`config.mk`:
```
export PLATFORM = sky130hd
export DESIGN_NAME = ram32x4_arbiter
export DESIGN_NICKNAME = d
export VERILOG_FILES = /design/src/rtl/ram_ctrl_pkg.sv /design/src/rtl/rr_arb2.sv /design/src/rtl/ram32x4_arbiter.sv
export SDC_FILE = /design/constraint.sdc
export NUM_CORES = 1
export LEC_CHECK = 0
export CAP_MARGIN = 20
export CORE_MARGIN = 2
export CORE_UTILIZATION = 69
export CTS_BUF_LIST = sky130_fd_sc_hd__clkbuf_2
export DETAILED_ROUTE_END_ITERATION = 16
export DONT_BUFFER_PORTS = 1
export PLACE_DENSITY = 0.82
export SLEW_MARGIN = 25
export SYNTH_ARGS = -nofsm -noshare
export SYNTH_HDL_FRONTEND = slang
export SYNTH_SLANG_ARGS = --single-unit
export TNS_END_PERCENT = 100
```
`constraint.sdc`:
```
create_clock -name clk -period 2.4 [get_ports clk]
set_input_delay 0.48 -clock clk [delete_from_list [all_inputs] [get_ports clk]]
set_output_delay 0.48 -clock clk [all_outputs]
set_load 0.02 [all_outputs]
```
`src/rtl/ram_ctrl_pkg.sv`:
```
// Shared constants and types for the ram32x4 controller/arbiter.
package ram_ctrl_pkg;

  localparam int ADDR_W = 5;
  localparam int DATA_W = 4;
  localparam int DEPTH  = 1 << ADDR_W;

  // Controller mode: wiping the RAM, or serving the two requesters.
  typedef enum logic {
    CLEAR = 1'b0,
    SERVE = 1'b1
  } state_t;

  // Bit positions of the two requesters in req/gnt vectors.
  localparam int PORT_A = 0;
  localparam int PORT_B = 1;

endpackage

```
`src/rtl/rr_arb2.sv`:
```
// Two-requester round-robin arbiter. A lone requester always wins and leaves
// the pointer alone; on contention the pointer's port wins and the pointer
// moves to the other port.
module rr_arb2
  import ram_ctrl_pkg::*;
(
  input  logic       clk,
  input  logic       reset,
  input  logic [1:0] req,
  output logic [1:0] gnt
);

  logic ptr;

  // Grant selection: pass a single request straight through, split ties by ptr.
  always_comb begin
    gnt = 2'b00;
    if (req == 2'b11) begin
      gnt[ptr] = 1'b1;
    end else begin
      gnt = req;
    end
  end

  // Pointer moves only when both ports competed this cycle.
  always_ff @(posedge clk or posedge reset) begin
    if (reset) begin
      ptr <= 1'(PORT_A);
    end else if (req == 2'b11) begin
      ptr <= ~ptr;
    end
  end

endmodule

```
`src/rtl/ram32x4_arbiter.sv`:
```
// Owner of the single ram32x4 port: wipes all words after reset or on request,
// then shares the port between requesters A and B with round-robin grants.
module ram32x4_arbiter
#(
  parameter int ADDR_W = ram_ctrl_pkg::ADDR_W,
  parameter int DATA_W = ram_ctrl_pkg::DATA_W
)
(
  input  logic              clk,
  input  logic              reset,
  input  logic              clr_req,
  output logic              init_done,
  input  logic              a_req,
  input  logic              a_we,
  input  logic [ADDR_W-1:0] a_addr,
  input  logic [DATA_W-1:0] a_wdata,
  output logic              a_gnt,
  output logic              a_rvalid,
  input  logic              b_req,
  input  logic              b_we,
  input  logic [ADDR_W-1:0] b_addr,
  input  logic [DATA_W-1:0] b_wdata,
  output logic              b_gnt,
  output logic              b_rvalid,
  output logic [DATA_W-1:0] rdata,
  output logic [ADDR_W-1:0] ram_addr,
  output logic [DATA_W-1:0] ram_data,
  output logic              ram_wren,
  input  logic [DATA_W-1:0] ram_q
);

  import ram_ctrl_pkg::*;

  localparam logic [ADDR_W-1:0] LAST_ADDR = '1;

  state_t            state_q, state_d;
  logic [ADDR_W-1:0] clr_cnt, clr_cnt_d;
  logic              done_d, wren_d;
  logic [ADDR_W-1:0] addr_d;
  logic [DATA_W-1:0] data_d;
  logic [1:0]        elig, arb_req, arb_gnt, rd_d;
  logic [1:0]        rd_vld_p0, rd_vld_p1;

  // A port may not be granted in the cycle right after its own grant.
  assign elig    = {b_req & ~b_gnt, a_req & ~a_gnt};
  assign arb_req = (state_q == SERVE && !clr_req) ? elig : 2'b00;

  rr_arb2 u_arb (
    .clk   (clk),
    .reset (reset),
    .req   (arb_req),
    .gnt   (arb_gnt)
  );

  // Next-state and next-command logic for the clear/serve controller.
  always_comb begin
    state_d   = state_q;
    clr_cnt_d = clr_cnt;
    done_d    = init_done;
    wren_d    = 1'b0;
    addr_d    = ram_addr;
    data_d    = ram_data;
    rd_d      = 2'b00;
    case (state_q)
      CLEAR: begin
        // The clear write to the last word is on the RAM bus exactly when it
        // shows wren with LAST_ADDR; entry into CLEAR always starts with wren low.
        if (ram_wren && ram_addr == LAST_ADDR) begin
          state_d   = SERVE;
          done_d    = 1'b1;
          clr_cnt_d = '0;
        end else begin
          wren_d = 1'b1;
          addr_d = clr_cnt;
          data_d = '0;
          if (clr_cnt != LAST_ADDR) begin
            clr_cnt_d = clr_cnt + 1'b1;
          end
        end
      end
      SERVE: begin
        if (clr_req) begin
          state_d   = CLEAR;
          done_d    = 1'b0;
          clr_cnt_d = '0;
        end else if (arb_gnt[PORT_A]) begin
          wren_d       = a_we;
          addr_d       = a_addr;
          data_d       = a_wdata;
          rd_d[PORT_A] = ~a_we;
        end else if (arb_gnt[PORT_B]) begin
          wren_d       = b_we;
          addr_d       = b_addr;
          data_d       = b_wdata;
          rd_d[PORT_B] = ~b_we;
        end
      end
      default: state_d = CLEAR;
    endcase
  end

  // Controller state and registered RAM command / grant outputs.
  always_ff @(posedge clk or posedge reset) begin
    if (reset) begin
      state_q   <= CLEAR;
      clr_cnt   <= '0;
      init_done <= 1'b0;
      a_gnt     <= 1'b0;
      b_gnt     <= 1'b0;
      ram_addr  <= '0;
      ram_data  <= '0;
      ram_wren  <= 1'b0;
    end else begin
      state_q   <= state_d;
      clr_cnt   <= clr_cnt_d;
      init_done <= done_d;
      a_gnt     <= arb_gnt[PORT_A];
      b_gnt     <= arb_gnt[PORT_B];
      ram_addr  <= addr_d;
      ram_data  <= data_d;
      ram_wren  <= wren_d;
    end
  end

  // Read-valid pipe: p0 = command on bus, p1 = RAM captured it, then q is registered.
  always_ff @(posedge clk or posedge reset) begin
    if (reset) begin
      rd_vld_p0 <= 2'b00;
      rd_vld_p1 <= 2'b00;
      a_rvalid  <= 1'b0;
      b_rvalid  <= 1'b0;
      rdata     <= '0;
    end else begin
      rd_vld_p0 <= rd_d;
      rd_vld_p1 <= rd_vld_p0;
      a_rvalid  <= rd_vld_p1[PORT_A];
      b_rvalid  <= rd_vld_p1[PORT_B];
      if (|rd_vld_p1) begin
        rdata <= ram_q;
      end
    end
  end

endmodule

```
==> metrics.yaml, run 1 <==
timing:
  fmax_ghz: 0.559
  rsz0062_at_grt: "no"
  finalCritPeriodShare: 0.745
  tightestPinTransition_ns: 0.646
  finalMaxSlewViolations: 0
  fin_skew_ns: 0.00247
  worst_slack_ns: 0.611
  fin_tns_setup_ns: 0
  setup_viol: 0
  holdWs_ns: 0.0884
  maxSlewHeadroom: 0.569
  fin_crit_ns: 1.79
  hold_violations: 0
setup_path:
  path_cells: "nor2b_4 -> a211o_1 -> inv_1 -> a221o_1"
  r2r_slack_ns: 0.61
  arrival_ns: 2.02
  critPathLaunch: "b_gnt"
  path_buf_inv: 1
  crit_end: "ram_wren"
  r2r_end: "ram_wren"
  end_kind: "flip-flop"
  cp_slowest_cell: "dfrtp_1"
  cpPeakStageDelay_ns: 0.51
  critPathRequiredTime_ns: 2.63
  worstPathMaxFanout: 11
  critPathKind: "reg -> reg"
  start_kind: "flip-flop"
  reg2reg_depth: 4
  r2r-start: "b_gnt"
  cp.depth: 4
  crit_family: "compound AO/OA/AOI/OAI gates"
clocking:
  clk_pin_slew_ns: 0.14
  cts_resized: 0
  clockBufferDepth: 2
  cts_sinks: 30
  cts_max_level: 2
  cts-root-buf: "clkbuf_2"
  cts_made_buffers: 5
  ctsHoldBuffers: 0
  worstSkewPairLatency_ns: 0.33
  cts_setup_buffers: 0
  tritoncts: "done"
power_and_ir_drop:
  switching_power_uw: 480
  power_density_nw_per_um2: 928
  irDropWorstVdd_mv: 0.670
  clkPwrFrac: 0.174
  p_comb_frac: 0.215
  p_sw_frac: 0.368
  p_leak_uw: 0.000733
  p_int_uw: 825
  power_frac_seq: 0.611
yosys:
  yosysWarnings: 0
  ys_seq_area_frac: 0.557
  ys_types: 35
  ys_ff_latch: 30
  syn_area_sq_um: 1350
  syn_nets: 146
  syn_inst: 115
  synth_area_per_cell_sq_um: 11.7
layout:
  finish.instance_area_sq_um: 1410
  layout_common_cells: "30 x dfrtp_1, 9 x mux2i_1, 7 x inv_1"
  drive_above_1_share: 0.157
  antennaDiodeCount: 0
  area_growth_pct: 4.27
  fin_nets: 151
  mostFrequentLayoutCell: "dfrtp_1"
route:
  post_drt_via_cell_ratio: 6.03
  wl_per_cell_microns: 16.8
  vias: 880
  drc: 0
  drtIter0Drc: 17
  drt_first_pass_iters: 4
  route.final.wire_length_microns: 2450
  drtAntennaViolNets: 0
floorplanning:
  rows: 15
  die_w_microns: 48.2
  core_sq_um: 1780
  dieArea_sq_um: 2320
  die_h_microns: 48.2
  io_pins: 48
  start_util: 0.756
grt:
  grt_pass1_vias: 860
  antenna_found_initial: 0
  grt_start_max_net_pins: 31
  grt_usage: 0.242
  grt-ovfl-total: 0
  grt_pass1_wl_microns: 3730
placement:
  pre_cts_slack_ns: 0.625
  portBuffers: 0
  dp_hpwl_microns: 1820
  placed_area_sq_um: 1370
  gp_congestion: 0.768
flow_run:
  max_cap_viol_count: 0
outcome:
  outcome: "finished, final reports clean"
min_path:
  hold_path_class: "in -> async"
==> worst reg2reg max path: stages, from the launching register on <==
cell and delay [ns]:
dfrtp_1 0.51, nor2b_4 0.19, a211o_1 0.51, inv_1 0.12
a221o_1 0.36
==> layout make-up <==
class                      count  area (sq um)
sequential                    30           751
multi-input combinational     75           552
fill                         115           377
tap                           25          31.3
clock buffer                   6          30.0
inverter                       7          26.3
clock inverter                 2          8.76
timing repair buffer           1          7.51
==> worst min-delay path by stage <==
stage	start	end	slack, ns	cells past startpoint
final	reset	ram_wren	0.09	2
after global routing	reset	ram_wren	0.08	2
after detailed placement	rd_vld_p0[0]	rd_vld_p1[0]	0.34	0
after global placement	rd_vld_p0[1]	rd_vld_p1[1]	0.33	0
after floorplan	rd_vld_p0[0]	rd_vld_p1[0]	0.33	0
after CTS	reset	ram_wren	0.08	2
==> through the flow <==
| step | util | power [uW] | std cells |
|---|---|---|---|
| final | 0.789 | 1300 | 146 |
| after global routing | 0.789 | 1390 | 146 |
| after CTS | 0.789 | 1310 | 146 |
| after detailed placement | 0.767 | 1080 | 138 |
| after global placement | 0.767 | 1070 | 138 |
| after floorplan | - | 1010 | 115 |
==> cell families (layout without fill, tap and decap cells) <==
kind of cell,Yosys count,in the layout,synth area share
DFF,30,30,0.557
and+or+nand+nor,30,30,0.130
AOI/OAI and AO/OA,28,28,0.146
muxes,14,14,0.109
buffers and inverters,10,16,0.0343
adders and majority gates,2,2,0.0185
xor gates and xnor gates,1,1,0.00649
==> power by group through the flow <==
| stage | sequential (uW) | clock [uW] | combinational, uW |
|---|---|---|---|
| 4_1_cts | 798 | 233 | 283 |
| 5_1_grt | 812 | 256 | 319 |
| 2_1_floorplan | 774 | 0 | 233 |
| 3_5_place_dp | 806 | 0 | 277 |
| 6_report | 798 | 227 | 280 |
| 3_3_place_gp | 803 | 0 | 268 |
==> layer usage <==
metal  GRT usage  part of all wire  vias up  wire length (microns)
met5           0                 0        -                      0
met4      0.0811            0.0057        0                     14
met3      0.0704             0.075        2                    185
met2       0.416              0.51       41                   1250
met1       0.289              0.41      412                   1000
li1            -                 -      425                      -
==> flip-flops by register name, summed over array words and instances, names as in the netlist <==
signal	flops
rd_vld_p1	2
ram_data	4
rd_vld_p0	2
ram_wren	1
a_gnt	1
a_rvalid	1
b_gnt	1
init_done	1
b_rvalid	1
u_arb.ptr	1
clr_cnt	5
ram_addr	5
state_q	1
rdata	4
==> Yosys cell counts, drive strengths merged <==
cell | count | area share
dfrtp | 30 | 0.56
o21ai | 12 | 0.047
mux2i | 9 | 0.067
inv | 7 | 0.019
nand3 | 6 | 0.022
mux2 | 5 | 0.042
nor2 | 5 | 0.014
and2 | 4 | 0.019
o221ai | 4 | 0.026
a21oi | 3 | 0.011
nor2b | 3 | 0.019
a22o | 2 | 0.013
and3 | 2 | 0.0093
buf | 2 | 0.012
ha | 2 | 0.019
nand2 | 2 | 0.0056
nand2b | 2 | 0.0093
nand4 | 2 | 0.014
nor3 | 2 | 0.0074
o21bai | 2 | 0.014
a211o | 1 | 0.0065
a221o | 1 | 0.0074
and2b | 1 | 0.0056
clkbuf | 1 | 0.0028
o211a | 1 | 0.0074
o211ai | 1 | 0.0056
o21ba | 1 | 0.0074
or2 | 1 | 0.0046
xnor2 | 1 | 0.0065
No activity file was read; power rests on OpenSTA's default activity.
==> run 2, diff against run 1 <==
Settings changed: CORE_UTILIZATION 69 to 64, PLACE_DENSITY 0.82 to 0.77.
Clock period 2.4 ns to 1.65 ns, I/O delays scaled along.
==> run 2 against run 1 <==
Via count grew 12%. Critical path depth grew 3. Core utilization grew 2.8 points. Routed wire length grew 19%. Power grew 83%. Final area grew 15%. Flip-flop and latch count is the same. Maximum frequency grew 9.8%. Die area grew 7.2%. Clock-buffer cell count shrank 1. Non-clock buffer count grew 16. Critical endpoint is now clr_cnt[3].
==> metrics.yaml, run 2 (same netlist as run 1, synthesis figures left out) <==
outcome:
  outcome: "finished, final reports clean"
power_and_ir_drop:
  total_power_uw: 2390
  p_leak_uw: 0.000834
  power_density_nw_per_um2: 1480
  irDropWorstVdd_mv: 1.40
floorplanning:
  rows: 16
  die_w_microns: 49.9
  core_sq_um: 1980
  start_util: 0.681
  dieArea_sq_um: 2490
  io_pins: 48
  die_h_microns: 49.9
flow_run:
  max_cap_viol_count: 0
setup_path:
  start_kind: "flip-flop"
  arrival_ns: 1.92
  end_kind: "flip-flop"
  worstPathMaxFanout: 4
  critPathRequiredTime_ns: 1.94
  critPathKind: "reg -> reg"
timing:
  fmax_ghz: 0.614
  fin_crit_ns: 1.63
  finalCritPeriodShare: 0.987
  tightestPinTransition_ns: 0.445
  holdWs_ns: 0.0984
  maxSlewHeadroom: 0.703
  setup_viol: 0
  fin_skew_ns: 0.0152
  hold_violations: 0
  finalMaxSlewViolations: 0
clocking:
  tritoncts: "done"
  cts_sinks: 30
  worstSkewPairLatency_ns: 0.37
  clk_pin_slew_ns: 0.16
  cts_made_buffers: 5
  cts_max_level: 2
  cts-root-buf: "clkbuf_2"
  clockBufferDepth: 2
layout:
  area_growth_pct: 19.9
  antennaDiodeCount: 0
  fin_nets: 167
  fin_cells: 164
  drive_above_1_share: 0.255
  reg_top3: "clr_cnt: 5 flops, ram_addr: 5 flops"
  mostFrequentLayoutCell: "dfrtp_1"
  finish.instance_area_sq_um: 1620
  layout_common_cells: "30 x dfrtp_1, 12 x buf_4, 9 x mux2i_1"
route:
  drtAntennaViolNets: 0
  drt_first_pass_iters: 4
  drtIter0Drc: 20
  wl_per_cell_microns: 17.8
  vias: 987
  post_drt_via_cell_ratio: 6.02
  drc: 0
  route.final.wire_length_microns: 2920
grt:
  grt-ovfl-total: 0
  grt_start_max_net_pins: 31
  grtUsageMet1: 0.316
  grt_usage: 0.256
  grt_pass1_wl_microns: 4630
  use_met2: 0.429
  antenna_found_initial: 0
  top_usage_layer: "met2"
  gr-usage-met3: 0.0879
  grt_pass1_vias: 983
placement:
  gp_congestion: 0.840
  portBuffers: 0
  placed_area_sq_um: 1450
  place_inst: 149
  dp_hpwl_microns: 1960
min_path:
  hold_path_class: "in -> reg"
[run 2: through the flow]
stage	setup TNS (ns)	utilization	worst slack, ns
global placement	0	0.732	0.107
global route	-0.0669	0.816	-0.0437
CTS	0	0.795	0.0185
detailed placement	0	0.732	0.0153
finish	0	0.816	0.0209
floorplan	0	-	0.133
[run 2: timing repair]
item                                   in CTS  in global routing
setup endpoints to repair                   1                  9
endpoints found under the hold margin      32                  1
resized for setup                           0                  5
hold buffers                                3                  1
pin swaps                                   0                  3
setup buffers                               1                  2
[run 2: worst paths after layout]
kind,slack (ns),end,depth (start not counted),startpoint
max,0.02,clr_cnt[3],7,clr_cnt[1]
min,0.1,rdata[0],1,ram_q[0]
max reg2reg,0.02,clr_cnt[3],7,clr_cnt[1]
min reg2reg,0.35,rd_vld_p1[1],0,rd_vld_p0[1]
max in group asynchronous,0.89,ram_data[0],3,reset
min in group asynchronous,0.47,b_gnt,3,reset
[run 2: metal layers]
layer  wire, microns  vias to the layer above
li1                -                      456
met2            1570                       49
met1            1090                      477
met3             232                        5
met5               0                        -
met4              28                        0
[run 2: power breakdown]
group / total, uW / internal (uW) / switching [uW] / leakage (uW)
logic: 656 / 323 / 333 / 0.000400
clock network: 656 / 404 / 252 / 0.0000506
registers: 1080 / 894 / 188 / 0.000384
[run 2: critical path: stages (launching register included)]
cell and delay (ns):
dfrtp_1 0.43, ha_2 0.20, and3_1 0.20, ha_2 0.19, inv_2 0.08, nand4_1 0.12, nor3_1 0.21, o21bai_1 0.13
[run 2: cell type report]
| class | instances | area, sq um |
|---|---|---|
| Clock inverter | 3 | 63.8 |
| Sequential cell | 30 | 751 |
| Inverter | 7 | 26.3 |
| Tap cell | 27 | 33.8 |
| Timing Repair Buffer | 17 | 150 |
| Fill cell | 101 | 364 |
| Clock buffer | 5 | 25.0 |
| Multi-Input combinational cell | 75 | 568 |
==> run 3, diff against run 2 <==
Settings changed: CORE_MARGIN 2 to default, GPL_ROUTABILITY_DRIVEN from default to 0.
==> run 3 against run 2 <==
Setup slack improved by 0.081 ns. Register-to-register slack gained 0.08 ns. Clock power down 48%. Clock-buffer cell count is the same. Critical path depth down 1. Final area decreased by 5.2%. Flip-flop and latch count unchanged. Clock skew grew 0.0025 ns. Critical endpoint is now clr_cnt[0]. Highest routed layer unchanged.
==> metrics.yaml, run 3 (same netlist as run 1, synthesis figures left out) <==
min_path:
  hold_path_class: "in -> reg"
  hold_start: "b_we"
  min_path_cells: 1
  hold_end: "ram_wren"
setup_path:
  worstPathMaxFanout: 4
  critPathRequiredTime_ns: 1.90
  r2r_slack_ns: 0.10
  path_buf_inv: 1
  cp.depth: 6
  r2r-start: "clr_cnt[0]"
  r2r_end: "clr_cnt[0]"
  critPathKind: "reg -> reg"
  path_cells: "ha_2 -> and3_1 -> ha_1 -> inv_2 -> o21ai_1 -> mux2_2"
  cp_slowest_cell: "dfrtp_1"
  reg2reg_depth: 6
  cpPeakStageDelay_ns: 0.41
  crit_family: "flip-flops"
  start_kind: "flip-flop"
  end_kind: "flip-flop"
  arrival_ns: 1.80
grt:
  top_usage_layer: "met2"
  grt_start_max_net_pins: 31
  grt_pass1_vias: 903
  grtUsageMet1: 0.269
  grt-ovfl-total: 0
  grt_usage: 0.239
  grt_pass1_wl_microns: 3570
  gr-usage-met3: 0.0906
  use_met2: 0.395
  antenna_found_initial: 0
power_and_ir_drop:
  p_leak_uw: 0.000791
  power_density_nw_per_um2: 1290
  total_power_uw: 1980
  irDropWorstVdd_mv: 1.04
floorplanning:
  die_h_microns: 47.9
  start_util: 0.688
  core_sq_um: 1960
  rows: 16
  die_w_microns: 47.9
  dieArea_sq_um: 2290
  io_pins: 48
layout:
  drive_above_1_share: 0.218
  reg_top3: "clr_cnt: 5 flops, ram_addr: 5 flops"
  fin_cells: 160
  fin_nets: 163
  area_growth_pct: 13.7
  layout_common_cells: "30 x dfrtp_1, 9 x mux2i_1, 8 x buf_4"
  antennaDiodeCount: 0
  mostFrequentLayoutCell: "dfrtp_1"
  finish.instance_area_sq_um: 1530
route:
  drc: 0
  wl_per_cell_microns: 16.0
  drtIter0Drc: 14
  drtAntennaViolNets: 0
  drt_first_pass_iters: 4
  route.final.wire_length_microns: 2550
  vias: 949
  post_drt_via_cell_ratio: 5.93
clocking:
  cts_made_buffers: 5
  tritoncts: "done"
  cts-root-buf: "clkbuf_2"
  clockBufferDepth: 2
  cts_max_level: 2
  worstSkewPairLatency_ns: 0.35
  cts_sinks: 30
  clk_pin_slew_ns: 0.16
timing:
  fin_skew_ns: 0.0177
  fin_tns_setup_ns: 0
  finalCritPeriodShare: 0.938
  fin_crit_ns: 1.55
  maxSlewHeadroom: 0.711
  hold_violations: 0
  tightestPinTransition_ns: 0.432
  finalMaxSlewViolations: 0
  fmax_ghz: 0.646
  setup_viol: 0
outcome:
  outcome: "finished, final reports clean"
placement:
  place_inst: 146
  portBuffers: 0
  dp_hpwl_microns: 1910
  placed_area_sq_um: 1430
flow_run:
  max_cap_viol_count: 0
==> run 3: cell count changes in the layout (fill, tap and decap cells not counted) <==
cell	previous run	this run
buf_4	12	8
bufinv_16	2	0
clkinv_2	0	1
clkinvlp_4	0	1
ha_1	0	1
ha_2	2	1
o21ai_1	4	5
o21ai_2	1	0
==> run 3: layer usage <==
metal	vias up	routed length (microns)
met2	40	1260
li1	450	-
met5	-	0
met3	5	186
met4	0	41
met1	454	1060
==> run 3: layout make-up <==
type,count,area (sq um)
Sequential cell,30,751
Clock inverter,3,16.3
Fill cell,145,428
Timing Repair Buffer,13,120
Clock buffer,5,25.0
Multi-Input combinational cell,75,562
Inverter,7,26.3
Tap cell,27,33.8
==> run 3: power by group <==
part           internal (uW)  switching [uW]  leakage [uW]
Clock                   96.7             242     0.0000264
Combinational            260             245      0.000380
Sequential               893             241      0.000384
==> run 3: worst max path at each step <==
| stage | startpoint | endpoint | slack (ns) |
|---|---|---|---|
| after floorplan | clr_cnt[0] | clr_cnt[0] | 0.13 |
| after global placement | clr_cnt[0] | clr_cnt[0] | 0.11 |
| after detailed placement | clr_cnt[0] | clr_cnt[3] | 0.02 |
| after CTS | clr_cnt[1] | clr_cnt[3] | 0.02 |
| after global routing | clr_cnt[0] | clr_cnt[3] | -0.02 |
| final | clr_cnt[0] | clr_cnt[0] | 0.10 |
==> run 3: stage by stage <==
stage | setup WS [ns] | utilization | hold WS, ns
2_1_floorplan | 0.133 | - | 0.331
3_3_place_gp | 0.106 | 0.728 | 0.310
3_5_place_dp | 0.0192 | 0.728 | 0.313
4_1_cts | 0.0191 | 0.768 | 0.00341
5_1_grt | -0.0161 | 0.782 | 0.0752
6_report | 0.102 | 0.782 | 0.113
==> run 3: timing repair <==
item	CTS	global route
buffers inserted	1	1
gates resized for setup	0	3
hold buffers	3	1
pin swaps	0	2
cloned	0	0
endpoints found under the hold margin	32	1
setup endpoints to repair	1	4
